[config.mk]
export PLATFORM = sky130hd
export DESIGN_NAME = alu_result_stage
export DESIGN_NICKNAME = d
export VERILOG_FILES = /design/src/rtl/alu_result_stage.sv
export SDC_FILE = /design/constraint.sdc
export NUM_CORES = 1
export LEC_CHECK = 0
export ABC_AREA = 1
export CORE_MARGIN = 8
export CORE_UTILIZATION = 42
export CTS_CLUSTER_DIAMETER = 40
export CTS_CLUSTER_SIZE = 25
export DETAILED_ROUTE_END_ITERATION = 12
export PLACE_DENSITY = 0.75
export REMOVE_ABC_BUFFERS = 1
export SYNTH_ARGS = -nofsm -noshare
export SYNTH_HDL_FRONTEND = slang
export SYNTH_SLANG_ARGS = --single-unit
[constraint.sdc]
create_clock -name clk_i -period 1.1 [get_ports clk_i]
set_clock_uncertainty 0.05 [all_clocks]
set_input_delay 0.165 -clock clk_i [delete_from_list [all_inputs] [get_ports clk_i]]
set_output_delay 0.165 -clock clk_i [all_outputs]
set_load 0.01 [all_outputs]
[src/rtl/alu_result_stage.sv]
// Registered result stage after the ALU: 2-entry skid buffer toward writeback
// plus the architectural NZCV flag register.
module alu_result_stage #(
  parameter int N  = 4,
  parameter int RW = 4
) (
  input  logic          clk_i,
  input  logic          rst_i,
  input  logic          in_valid_i,
  output logic          in_ready_o,
  input  logic [N-1:0]  result_i,
  input  logic          cout_i,
  input  logic          overflow_i,
  input  logic [RW-1:0] rd_i,
  input  logic          set_flags_i,
  input  logic          flush_i,
  output logic          out_valid_o,
  input  logic          out_ready_i,
  output logic [N-1:0]  result_o,
  output logic [RW-1:0] rd_o,
  output logic [3:0]    flags_o
);

  logic          main_valid;
  logic [N-1:0]  main_result;
  logic [RW-1:0] main_rd;
  logic          skid_valid;
  logic [N-1:0]  skid_result;
  logic [RW-1:0] skid_rd;
  logic [3:0]    flags;
  logic          accept;
  logic          drain;

  function automatic logic [3:0] nzcv(input logic [N-1:0] r, input logic c, input logic v);
    return {r[N-1], (r == '0), c, v};
  endfunction

  // Ready depends only on registered state, so no out_ready_i -> in_ready_o path.
  assign in_ready_o  = ~skid_valid;
  assign out_valid_o = main_valid;
  assign result_o    = main_result;
  assign rd_o        = main_rd;
  assign flags_o     = flags;
  assign accept      = in_valid_i & in_ready_o;
  assign drain       = main_valid & out_ready_i;

  always_ff @(posedge clk_i or posedge rst_i) begin
    if (rst_i) begin
      main_valid  <= 1'b0;
      main_result <= '0;
      main_rd     <= '0;
      skid_valid  <= 1'b0;
      skid_result <= '0;
      skid_rd     <= '0;
      flags       <= 4'b0000;
    end else if (flush_i) begin
      main_valid <= 1'b0;
      skid_valid <= 1'b0;
    end else begin
      if (accept && set_flags_i) begin
        flags <= nzcv(result_i, cout_i, overflow_i);
      end
      if (!main_valid) begin
        if (accept) begin
          main_valid  <= 1'b1;
          main_result <= result_i;
          main_rd     <= rd_i;
        end
      end else if (!skid_valid) begin
        if (drain && accept) begin
          main_result <= result_i;
          main_rd     <= rd_i;
        end else if (drain) begin
          main_valid <= 1'b0;
        end else if (accept) begin
          skid_valid  <= 1'b1;
          skid_result <= result_i;
          skid_rd     <= rd_i;
        end
      end else if (drain) begin
        // Full: the skid entry moves up; nothing can be accepted this cycle.
        main_result <= skid_result;
        main_rd     <= skid_rd;
        skid_valid  <= 1'b0;
      end
    end
  end

endmodule

==> impl_metrics.py <==
metrics = {
    "status": {
        "status": "finished with violations",
        "violations": "setup timing",
    },
    "layout": {
        "layout-drive-gt1-share_pct": 42.8,
        "num_antenna_cells": 0,
        "final_cell_mix": "nand2_1 (41), dfrtp_1 (20), buf_4 (20)",
        "final_util_pct": 68.9,
        "synthToLayoutAreaGrowth_pct": 55.4,
        "layout_commonest_cell": "nand2_1",
        "layout.nets": 204,
    },
    "min_path": {
        "min_path_type": "input pin to asynchronous set/reset pin",
    },
    "synth": {
        "ys_ff_latch": 22,
        "synth_top_family_by_area": "simple AND/OR/NAND/NOR gates",
        "synthCells": 133,
        "synth_top_area_share_pct": 50.1,
        "syn_area_per_cell_um2": 8.26,
        "synth_cell_type_count": 18,
        "synth-adder-area-share_pct": 0,
        "synthSimpleGateAreaFrac_pct": 37.8,
        "yosys.area.top_type": "dfrtp_1",
        "yosys-top-cells-area": "dfrtp_1 (50%), nand2_1 (19%), nand3_1 (10%)",
        "ys_seq_area_share_pct": 50.1,
        "synth-xor-area-share_pct": 0,
        "synth.area.mux_share_pct": 0,
        "yosysWarnings": 0,
        "synth_area_um2": 1100,
        "synth_compound_area_share_pct": 5.13,
    },
    "routing": {
        "drt_iter0_drc": 34,
        "drt_pass1_iterations": 4,
        "wirelength_um": 3150,
        "drc": 0,
        "via_count": 1088,
        "final_antenna_net_count": 0,
        "wl_per_cell_um": 14.5,
        "viasPerCell": 5.01,
    },
    "clock_network": {
        "clk_latency_ns": 0.31,
        "cts.sinks": 22,
        "cts_buffers": 3,
        "htreeDepth": 1,
        "cts_buffer_depth": 2,
        "cts-hold-fix-buffers": 0,
        "cts_root_buf": "clkbuf_4",
        "cts_tree": "yes",
        "clkTransAtPathRegs_ns": 0.12,
    },
    "grt": {
        "gr-total-overflow": 0,
        "grt_use_met1_pct": 16.2,
        "grt_max_degree": 23,
        "grt_pass1_wl_um": 5280,
        "met2_usage_pct": 26.8,
        "grt_pass1_vias": 1141,
        "grt_busiest_layer": "met2",
        "grt_util_met3_pct": 1.99,
        "grtUsageTotal_pct": 15.0,
        "antenna_found_initial": 0,
    },
    "floorplanning": {
        "dieHeight_um": 67.1,
        "dieArea_um2": 4510,
        "initial_core_util_pct": 44.3,
        "fp.dieW_um": 67.1,
        "ios": 30,
        "core-area_um2": 2480,
        "placementRows": 18,
    },
    "pwr": {
        "p_leak_nw": 0.920,
        "ir_drop_mv": 0.833,
        "power.density_nw_per_um2": 1340,
        "totalPowerFinal_w": 0.00229,
    },
    "critical_path": {
        "start_kind": "register",
        "worstPathCellList": "buf_6, nand2_4, nor2_2, nor2_4, buf_4, nand3_1, nand2_1",
        "cp_max_fo": 6,
        "crit_type": "register to register",
        "endpoint_kind": "register",
        "cp_num_buf_inv": 2,
        "critical_path.top_delay_family": "flip-flops",
        "crit_slowest_cell": "dfrtp_2",
        "cp_data_required_time_ns": 1.31,
        "arrival_ns": 1.46,
        "cp_slowest_stage_delay_ns": 0.43,
    },
    "sta": {
        "hold_viol_final": 0,
        "rsz0062_at_grt": "true",
        "slew_viol_final": 0,
        "fmax_mhz": 803,
        "slew_headroom_pct": 86.6,
        "fin_hold_ws_ns": 0.111,
        "post-route-min-period_ns": 1.25,
        "finalCritPeriodShare_pct": 113,
        "setup_violations": 23,
        "finalWorstSetupSlack_ns": -0.145,
        "worst_slew_pin_slew_ns": 0.201,
    },
    "job": {
        "cap_violations": 0,
    },
    "place": {
        "gp_congestion": 0.742,
        "numPortBuffers": 29,
        "dp_hpwl_um": 2120,
        "post-place-ws_ns": -0.346,
    },
}
-- through the flow --
step	TNS, ns	instance area [um^2]	cells
final	-2.23	1710	217
after global routing	-3.58	1710	217
after global placement	-5.84	1470	197
after floorplan	-4.21	1060	129
after detailed placement	-6.58	1470	197
after CTS	-1.63	1610	215
-- cells in the mapped netlist (all sizes together) --
master and n:
a21oi 1, buf 4, dfrtp 22, a211oi 1, inv 10, nand2 62, o21bai 1, nand3 22
o21ai 5, nor2 5
-- cells by family after synthesis --
logic type      Yosys count
simple gates             89
flops                    22
buf+inv                  14
compound gates            8
-- power by group --
group          switching, W  internal [W]  leakage (nW)
Clock              0.000255      0.000202        0.0210
Combinational      0.000363      0.000393         0.623
Sequential         0.000110      0.000968         0.276
-- layer usage --
| layer | up-vias | share of wire [%] |
|---|---|---|
| met2 | 40 | 55 |
| met3 | 8 | 4.8 |
| met4 | 0 | 2.8 |
| met1 | 513 | 38 |
| li1 | 527 | - |
| met5 | - | 0 |
-- worst paths after layout --
kind	start	end	slack, ns	cells after the start
min in group clk_i	cout_i	flags_o[1]	0.32	3
min	rst_i	result_o[1]	0.11	3
min reg2reg	result_o[3]	result_o[3]	0.44	2
max in group asynchronous	rst_i	out_valid_o	0.74	3
max reg2reg	out_valid_o	result_o[2]	-0.15	7
max	out_valid_o	result_o[2]	-0.15	7
-- final cells by class --
class                           count  area (um^2)
Clock buffer                        4         36.3
Fill cell                         196          771
Inverter                           10         42.5
Multi-Input combinational cell     98          582
Sequential cell                    22          553
Tap cell                           30         37.5
Timing Repair Buffer               53          455
-- worst min-delay path, stage by stage --
cell and delay [ns]:
clkdlybuf4s50_1 0.40, inv_1 0.09, buf_12 0.18
-- sequential cells by signal, summed over array words and instances, names as in the netlist --
name and flops:
skid_result 4, skid_rd 4, flags_o 4, out_valid_o 1, skid_valid 1, result_o 4
rd_o 4
-- timing repair --
action	in CTS	in global routing
cloned	1	0
pin swaps	8	9
endpoints found under the hold margin	0	0
endpoints found under the setup margin	35	33
gates resized for setup	76	19
buffers inserted	13	2
No activity file was read; power rests on OpenSTA's default activity.
